File: config.mk
export PLATFORM = sky130hd
export DESIGN_NAME = div_sched
export DESIGN_NICKNAME = d
export VERILOG_FILES = /design/src/rtl/div_sched.sv
export SDC_FILE = /design/constraint.sdc
export NUM_CORES = 1
export LEC_CHECK = 0
export CAP_MARGIN = 30
export CORE_MARGIN = 2
export CORE_UTILIZATION = 50
export DETAILED_ROUTE_END_ITERATION = 6
export GPL_TIMING_DRIVEN = 1
export PLACE_DENSITY = 0.74
export REMOVE_ABC_BUFFERS = 1
export SETUP_SLACK_MARGIN = 0.5
export SYNTH_ARGS = -nofsm -noshare
export SYNTH_HDL_FRONTEND = slang
export SYNTH_SLANG_ARGS = --single-unit
File: constraint.sdc
create_clock -name clk -period 3.2 [get_ports clk]
set_input_delay 0.64 -clock clk [delete_from_list [all_inputs] [get_ports clk]]
set_output_delay 0.64 -clock clk [all_outputs]
set_load 0.02 [all_outputs]
File: src/rtl/div_sched.sv
// Run/stop and ratio controller for the counter-based clock divider.
// Ratio updates arrive by valid/ready and take effect only on a period boundary.
module div_sched #(
    parameter int CNT_W   = 8,
    parameter int DEF_DIV = 4
) (
    input  logic             clk,
    input  logic             nRst,
    input  logic             run,
    input  logic             cfg_valid,
    input  logic [CNT_W-1:0] cfg_div,
    output logic             cfg_ready,
    output logic             cfg_err,
    output logic [CNT_W-1:0] cur_div,
    output logic             tick,
    output logic             div_out,
    output logic             busy,
    output logic [1:0]       dbg_state
);

    typedef enum logic [1:0] {
        ST_IDLE = 2'd0,
        ST_RUN  = 2'd1,
        ST_PEND = 2'd2
    } state_t;

    localparam logic [CNT_W-1:0] DEF_DIV_C = CNT_W'(DEF_DIV);

    // Handshake: a ratio transfers on any rising edge where cfg_valid && cfg_ready;
    // cfg_ready drops only while a ratio is pending, so at most one can be held.
    state_t           r_state;
    state_t           w_next;
    logic [CNT_W-1:0] r_cnt;
    logic [CNT_W-1:0] r_cur_div;
    logic [CNT_W-1:0] r_pend_div;
    logic             r_cfg_err;

    logic             w_xfer;
    logic             w_ok;
    logic [CNT_W-1:0] w_last;
    logic [CNT_W-1:0] w_high_from;
    logic             w_wrap;

    assign w_xfer      = cfg_valid && cfg_ready;
    assign w_ok        = (cfg_div >= CNT_W'(2));
    assign w_last      = r_cur_div - CNT_W'(1);
    assign w_high_from = r_cur_div - (r_cur_div >> 1);
    assign w_wrap      = (r_state != ST_IDLE) && (r_cnt == w_last);

    always_ff @(posedge clk or negedge nRst) begin
        if (!nRst) begin
            r_state <= ST_IDLE;
        end else begin
            r_state <= w_next;
        end
    end

    always_comb begin
        w_next = r_state;
        case (r_state)
            ST_IDLE: begin
                if (run) w_next = ST_RUN;
            end
            ST_RUN: begin
                if (!run)                w_next = ST_IDLE;
                else if (w_xfer && w_ok) w_next = ST_PEND;
            end
            ST_PEND: begin
                if (!run)        w_next = ST_IDLE;
                else if (w_wrap) w_next = ST_RUN;
            end
            default: w_next = ST_IDLE;
        endcase
    end

    always_comb begin
        cfg_ready = (r_state != ST_PEND);
        busy      = (r_state == ST_PEND);
        tick      = (r_state != ST_IDLE) && (r_cnt == w_last);
        div_out   = (r_state != ST_IDLE) && (r_cnt >= w_high_from);
        dbg_state = r_state;
        cur_div   = r_cur_div;
        cfg_err   = r_cfg_err;
    end

    always_ff @(posedge clk or negedge nRst) begin
        if (!nRst) begin
            r_cnt      <= '0;
            r_cur_div  <= DEF_DIV_C;
            r_pend_div <= DEF_DIV_C;
            r_cfg_err  <= 1'b0;
        end else begin
            r_cfg_err <= w_xfer && !w_ok;

            // Entering, leaving or sitting in IDLE restarts the period at 0.
            if ((w_next == ST_IDLE) || (r_state == ST_IDLE) || w_wrap) begin
                r_cnt <= '0;
            end else begin
                r_cnt <= r_cnt + CNT_W'(1);
            end

            // Outside a running period a ratio can be applied immediately.
            if (w_xfer && w_ok && ((r_state == ST_IDLE) || ((r_state == ST_RUN) && !run))) begin
                r_cur_div <= cfg_div;
            end else if ((r_state == ST_PEND) && (!run || w_wrap)) begin
                r_cur_div <= r_pend_div;
            end

            if ((r_state == ST_RUN) && run && w_xfer && w_ok) begin
                r_pend_div <= cfg_div;
            end
        end
    end

endmodule

=== Word-level counts from Yosys, hierarchy flattened ===
Cells that the tools add are included.

* Register bits after elaboration: 27
* Input bits: 12
* Output and inout port bits: 15
* Logic and storage cells: 44

* $add $sub $neg: 3
* Magnitude comparators: 2
* Eq/ne operators: 4
* Multiplexer cells: 9
* Reductions and logical operators: 21

{| class="wikitable"
|+ Operator list
! operator !! number
|-
| $mux 8 || 3
|-
| $logic_and 1x1->1 || 11
|-
| $mux 2 || 5
|-
| $add 8x1->8 const B || 1
|-
| $eq 8x8->1 || 1
|-
| $ge 8x2->1 const B || 1
|-
| $ge 8x8->1 || 1
|-
| $sub 8x1->8 const B || 1
|-
| $sub 8x7->8 || 1
|-
| $pmux 2 s3 || 1
|-
| $logic_not 2->1 || 2
|-
| $logic_or 1x1->1 || 4
|-
| $reduce_bool 2->1 || 2
|-
| $eq 2x1->1 const B || 1
|-
| $eq 2x2->1 const B || 1
|-
| $logic_not 1->1 || 2
|-
| $ne 2x2->1 const B || 1
|}

=== Depth between registers and ports, before layout ===
Gate-level depths: netlist of run 1.

* Depth in word-level cells: 10
* Mapped depth: 14
* Mapped depth without buffers: 14

=== Least setup slack after synthesis of run 1 ===
No wires, ideal clock.

* Kind: reg2out
* Start: reg r_cur_div[2] (netlist: cur_div[2])
* End: out div_out
* Arrival: 2.762 ns
* Data required time: 2.560 ns
* Setup slack: -0.202 ns
* Cell stages (with the launch flop): 12
* Cell sequence: dfstp_2 inv_1 ha_1 o21bai_1 a21oi_1 nor2_1 o21ba_2 o41a_1 xnor2_1 ha_1 o21ai_0 o21ai_0

* Word-level cells in the longest chain between the ends: 3

{| class="wikitable"
|+ Ends and longest elaborated chain
! item !! RTL line !! RTL
|-
| start: declaration || 34 || <nowiki>logic [CNT_W-1:0] r_cur_div;</nowiki>
|-
| start signal: assignment || 104 || <nowiki>r_cur_div <= cfg_div;</nowiki>
|-
| start signal: assignment || 106 || <nowiki>r_cur_div <= r_pend_div;</nowiki>
|-
| $sub 8x7->8 || 47 || <nowiki>assign w_high_from = r_cur_div - (r_cur_div >> 1);</nowiki>
|-
| $ge 8x8->1 || 80 || <nowiki>div_out = (r_state != ST_IDLE) && (r_cnt >= w_high_from);</nowiki>
|-
| $logic_and 1x1->1 || 80 ||
|-
| end: declaration || 16 || <nowiki>output logic div_out,</nowiki>
|}

Every way passes these cells.

=== Final worst setup path of run 1 ===
Same ends and word-level chain as after synthesis.

==> flow_summary_export.csv, run 1 <==
group,metric,value,unit
worst_setup_path,r2r-start,"cur_div[1]$_DFFE_PN0P_",
cells_and_area,antennaDiodeCount,0,
cts,holdBufCountCts,0,
cts,cts.htree.levels,1,
logic_synthesis,netlist-cell-type-count,38,
logic_synthesis,synth_edf_count,0,
power,power_density,875,nW/um2
sta,fin_worst_skew,0.00146,ns
drt,drc,0,
placement,gp_congestion,0.805,
logic_synthesis,avgSynthCellArea,10.6,um2
logic_synthesis,synth_seq_cells,27,
grt,grt_max_degree,28,
power,p_leak,1.30,nW
placement,io_buffers,26,
cells_and_area,fin_nets,285,
cells_and_area,syn_to_final_growth,38.0,%
drt,drt_wl_total,4470,um
logic_synthesis,seq_area_frac_synth,34.1,%
floorplan,dieArea,4500,um2
worst_setup_path,worst-path-max-fanout,5,
cts,clock_sinks,27,
worst_setup_path,cpLargestDelayFamily,"compound AO/OA/AOI/OAI gates",
cells_and_area,mostFrequentLayoutCell,"buf_4",
sta,finalCritPeriodShare,111,%
sta,tightest_slew,0.933,ns
status,status,"complete, but fails checks",
floorplan,die_h,67.1,um
power,ir_drop,0.438,mV
cells_and_area,design_area,2750,um2
drt,wl_per_cell,15.1,um
sta,rsz0062_at_grt,"true",
sta,maxClockFrequency,282,MHz
drt,postRouteAntennaNets,0,
floorplan,initial_core_util,53.2,%
grt,track_usage,21.0,%
grt,grt_pass1_wl,7200,um
placement,dp_hpwl,3420,um
placement,placedCellCount,287,
sta,hold_viol,0,
cells_and_area,drive_above_1_share,33.6,%
hold_path,hp-class,"reg -> reg",
cells_and_area,mostFrequentLayoutCells,"32 x buf_4, 24 x dfrtp_1, 24 x clkdlybuf4s50_1, 18 x ha_1, 16 x mux2i_1",
worst_setup_path,arrival,2.90,ns
job,maxCapViolCount,0,
worst_setup_path,cpMaxStageDelayCell,"dfstp_2",
cts,cts_buffers,3,
sta,fin_crit,3.54,ns
cts,root_buffer,"clkbuf_8",
worst_setup_path,setup.worst_path.class,"reg -> out",
worst_setup_path,critPathMostFrequentCell,"a21oi_2",
cts,clkLatencyLatePin,0.27,ns
cells_and_area,stdcell_count,295,
drt,vias,1541,
cts,clockBufferDepth,2,
worst_setup_path,crit_chain,"inv_4, ha_2, o21bai_1, a21oi_2, nor2_2, o21ba_4, nor2_4, xnor2_2, ha_1, a21o_1, a21oi_2, o21a_1, o21ai_1, buf_4",
grt,overflow,0,
drt,avgViaCountPerCell,5.22,
drt,dr.pass1.iters,4,
cells_and_area,n_fill_cell,266,
sta,maxSlewViolCount,0,
cts,clkTransAtPathRegs,0.09,ns
worst_setup_path,cp-startpoint,"cur_div[2]$_DFFE_PN1P_",
placement,placed_area,2510,um2
worst_setup_path,cpPeakStageDelay,0.57,ns
worst_setup_path,end_kind,"output pin",
floorplan,io_pins,27,
grt,grt_pass1_vias,1643,
logic_synthesis,postSynthCellCount,188,
sta,setup_violations,1,
worst_setup_path,path_buf_inv,2,
worst_setup_path,worstSetupStartpointType,"flop",
sta,hold_slack,0.511,ns
logic_synthesis,synthArstFlopShare,100,%
logic_synthesis,netlist_area,1990,um2
floorplan,row_count,22,
drt,drtIter0Drc,38,
logic_synthesis,synth_warnings,0,
logic_synthesis,synthFlopType,"dfrtp_1",
cts,cts_tree,"built",
floorplan,fp.coreArea,3740,um2
worst_setup_path,crit_required,2.56,ns
sta,slew_headroom,37.6,%
sta,finalSetupTns,-0.341,ns
hold_path,min_from,"r_pend_div[3]$_DFFE_PN0P_",
sta,finalWorstSetupSlack,-0.341,ns
grt,antenna_found_initial,0,
status,failed_checks,"negative setup slack",
floorplan,dieWidth,67.1,um
worst register-to-register path: stages, from the launching register on:
cell,delay (ns)
dfrtp_2,0.43
inv_2,0.07
buf_6,0.12
ha_4,0.27
xor2_1,0.14
nand4_1,0.15
buf_4,0.17
o41ai_4,0.44
a21oi_4,0.19
mux2i_1,0.18
stage by stage:
| stage | total power [mW] | util (%) | setup WS [ns] |
|---|---|---|---|
| detailed placement | 1.90 | 67.1 | -0.530 |
| floorplan | 1.35 | - | -0.207 |
| finish | 2.40 | 73.4 | -0.341 |
| global route | 2.58 | 73.4 | -0.455 |
| global placement | 1.83 | 67.1 | -0.431 |
| CTS | 2.25 | 71.0 | -0.273 |
flip-flops by register name (all words and copies together), names as in the netlist:
signal	flops
dbg_state	2
cfg_err	1
r_cnt	8
cur_div	8
r_pend_div	8
where the power goes:
part	internal (mW)	leakage (nW)	switching, mW
registers	0.424	0.337	0.0589
clock network	0.0873	0.0255	0.109
logic	0.920	0.941	0.805
total	1.43	1.30	0.973
synth_stat cells, drive strengths merged (6+ instances only):
master | number | share of area [%]
ha | 24 | 15
inv | 16 | 3.0
nor2 | 17 | 3.2
nand2 | 6 | 1.1
a21oi | 6 | 2.1
mux2i | 16 | 8.0
xnor2 | 16 | 7.0
dfrtp | 25 | 31
xor2 | 10 | 4.4
mux2 | 8 | 4.5
layer usage:
layer | share of wire (%) | global-route usage (%) | vias to the layer above
met5 | 0 | 0 | -
met4 | 1.5 | 7.91 | 0
met1 | 43 | 25.7 | 745
met3 | 2.7 | 3.04 | 6
met2 | 52 | 37.0 | 24
li1 | - | - | 766
what timing repair did:
action / in CTS / in global routing
endpoints found under the setup margin: 2 / 2
gates resized for setup: 33 / 15
setup buffers: 3 / 1
pin swaps: 17 / 10
cell type report:
cell class	count	area, um2	area share [%]
inverters	16	62.6	2.28
well taps	48	60.1	2.19
clock inverters	1	5.00	0.182
clock buffers	3	41.3	1.50
flip-flops and latches	27	679	24.7
multi-input cells	142	1400	50.8
repair buffers	58	503	18.3
worst paths after layout:
check | to | slack, ns | cells after the start
max | div_out | -0.34 | 14
max reg2reg | cur_div[0]$_DFFE_PN0P_ | 0.92 | 9
min | r_pend_div[3]$_DFFE_PN0P_ | 0.51 | 1
min in group asynchronous | r_cnt[0]$_DFF_PN0_ | 0.74 | 2
min reg2reg | r_pend_div[3]$_DFFE_PN0P_ | 0.51 | 1
max in group asynchronous | cur_div[2]$_DFFE_PN1P_ | 2.15 | 2
cells by family (layout without fill, tap and decap cells):
logic type / after synthesis / after routing / share of synthesized area [%]
and+or+nand+nor: 42 / 42 / 11.4
adders and majority gates: 25 / 25 / 16.1
AOI/OAI and AO/OA: 25 / 25 / 10.8
DFF: 27 / 27 / 34.1
buffers and inverters: 19 / 78 / 3.65
muxes: 24 / 24 / 12.6
xor gates and xnor gates: 26 / 26 / 11.4
(Power assumes the default switching activity.)
==> run 2, diff against run 1 <==
ABC_AREA = 0   (was not set)
==> results of run 2 <==
The final DEF is identical to that of run 1; final timing and power are the same.
==> run 3, diff against run 2 <==
CORE_UTILIZATION = 55   (was 50)
PLACE_DENSITY = 0.8   (was 0.74)
SKIP_LAST_GASP = 1   (was not set)
==> run 3 against run 2 <==
Net effect:
- the run still ends with negative setup slack left
- design area decreased by 0.96%
- combinational power shrank 2%
- setup slack worse by 0.076 ns
- clock-buffer cell count did not move
- first-iteration DRC count is 2.6% lower
- largest cell class unchanged
- highest routed layer unchanged
==> flow_summary_export.csv, run 3 (synthesis gave the netlist of run 1 again) <==
group,metric,value,unit
placement,io_buffers,26,
sta,finalWorstSetupSlack,-0.417,ns
grt,grt_max_degree,28,
drt,drc,0,
grt,track_usage,23.9,%
sta,fin_crit,3.62,ns
cts,cts_buffers,3,
placement,dp_hpwl,3450,um
cts,clkTransAtPathRegs,0.15,ns
cts,cts_tree,"built",
cts,clock_sinks,27,
worst_setup_path,cpMaxStageDelayCell,"dfstp_2",
grt,overflow,0,
cells_and_area,mostFrequentLayoutCell,"buf_4",
grt,antenna_found_initial,0,
worst_setup_path,crit_required,2.56,ns
sta,slew_headroom,38.9,%
worst_setup_path,setup.worst_path.class,"reg -> out",
drt,postRouteAntennaNets,0,
floorplan,row_count,21,
drt,vias,1584,
drt,drt_wl_total,4540,um
worst_setup_path,worst-path-max-fanout,5,
sta,fin_worst_skew,0.00875,ns
sta,finalSetupTns,-0.417,ns
floorplan,die_h,64.2,um
drt,dr.pass1.iters,4,
cells_and_area,fin_nets,285,
sta,hold_viol,0,
cells_and_area,antennaDiodeCount,0,
cts,clkLatencyLatePin,0.35,ns
floorplan,dieWidth,64.2,um
drt,drtIter0Drc,37,
cells_and_area,mostFrequentLayoutCells,"33 x buf_4, 24 x dfrtp_1, 24 x clkdlybuf4s50_1, 18 x ha_1",
floorplan,io_pins,27,
job,maxCapViolCount,0,
sta,setup_violations,1,
cells_and_area,n_fill_cell,224,
drt,wl_met1,1820,um
cells_and_area,syn_to_final_growth,36.6,%
worst_setup_path,cpPeakStageDelay,0.60,ns
cells_and_area,design_area,2720,um2
worst_setup_path,r2r_slack,0.84,ns
cts,clockBufferDepth,2,
worst_setup_path,end_kind,"output pin",
status,failed_checks,"negative setup slack",
cts,cts.htree.levels,1,
power,power_density,860,nW/um2
sta,maxClockFrequency,276,MHz
sta,finalCritPeriodShare,113,%
power,ir_drop,0.557,mV
worst_setup_path,crit_chain,"inv_6, ha_4, o21bai_4, a21oi_2, nor2_1, o21ba_2, o41a_1, xnor2_1, ha_1, o21ai_0, o21ai_2, buf_6",
grt,grt_pass1_vias,1638,
worst_setup_path,arrival,2.98,ns
placement,placed_area,2510,um2
drt,met3_length,168,um
floorplan,dieArea,4120,um2
power,p_leak,1.28,nW
floorplan,initial_core_util,58.3,%
sta,rsz0062_at_grt,"true",
sta,maxSlewViolCount,0,
cells_and_area,postLayoutCoreUtil,79.6,%
worst_setup_path,worstSetupStartpointType,"flop",
placement,gp_congestion,0.813,
placement,place_ws,-0.543,ns
drt,avgViaCountPerCell,5.41,
floorplan,fp.coreArea,3420,um2
hold_path,hp-class,"reg -> reg",
cts,root_buffer,"clkbuf_4",
drt,wl_per_cell,15.5,um
drt,wl_met2,2460,um
sta,tightest_slew,0.912,ns
status,status,"complete, but fails checks",
drt,highest_layer,"met4",
cells_and_area,drive_above_1_share,32.4,%
grt,grt_pass1_wl,7580,um
run 3: cell types whose count changed in the layout (fill, tap and decap cells not counted), sizes merged:
cell	change
clkinv	-1
clkinvlp	+1
run 3: power by group:
group	switching, mW	leakage [nW]	internal (mW)
logic	0.794	0.929	0.899
clock network	0.113	0.0139	0.0481
registers	0.0602	0.337	0.423
total	0.968	1.28	1.37
run 3: worst max-delay path: cells and delay by family, from the launching register on:
kind	cells	cell delay, ns
compound gates	6	1.05
flops	1	0.60
fa+ha+maj	2	0.56
buf+inv	2	0.19
xor+xnor	1	0.14
simple gates	1	0.08
run 3: path summary, 6_finish.rpt:
check,cells past startpoint,start,to
min reg2reg,1,r_pend_div[0]$_DFFE_PN0P_,r_pend_div[0]$_DFFE_PN0P_
min,1,r_pend_div[0]$_DFFE_PN0P_,r_pend_div[0]$_DFFE_PN0P_
max reg2reg,9,cur_div[1]$_DFFE_PN0P_,cur_div[4]$_DFFE_PN0P_
min in group asynchronous,2,nRst,r_cnt[0]$_DFF_PN0_
max in group asynchronous,2,nRst,cur_div[2]$_DFFE_PN1P_
max,12,cur_div[2]$_DFFE_PN1P_,div_out
run 3: repair_timing:
item,in CTS,in global routing
setup buffers,3,1
hold buffers,0,0
gates resized for setup,37,6
pin swaps,15,10
endpoints found under the setup margin,2,2
run 3: per-layer routing:
metal	up-vias	global-route usage [%]
met1	785	27.3
met5	-	0
met3	11	3.87
met4	0	7.98
met2	34	44.9
li1	754	-
run 3: area by class of cell:
type,count,area (um2),share of cell area [%]
clock buffers,3,22.5,0.828
repair buffers,58,499,18.4
well taps,46,57.6,2.12
inverters,16,65.1,2.39
multi-input cells,142,1390,51.1
clock inverters,1,7.51,0.276
flip-flops and latches,27,679,25.0
run 3: stage by stage:
| step | total power, mW | std cells | hold WS (ns) |
|---|---|---|---|
| 2_1_floorplan | 1.35 | 185 | 0.344 |
| 3_3_place_gp | 1.82 | 285 | 0.489 |
| 3_5_place_dp | 1.91 | 285 | 0.495 |
| 4_1_cts | 2.29 | 292 | 0.530 |
| 5_1_grt | 2.51 | 293 | 0.552 |
| 6_report | 2.34 | 293 | 0.531 |
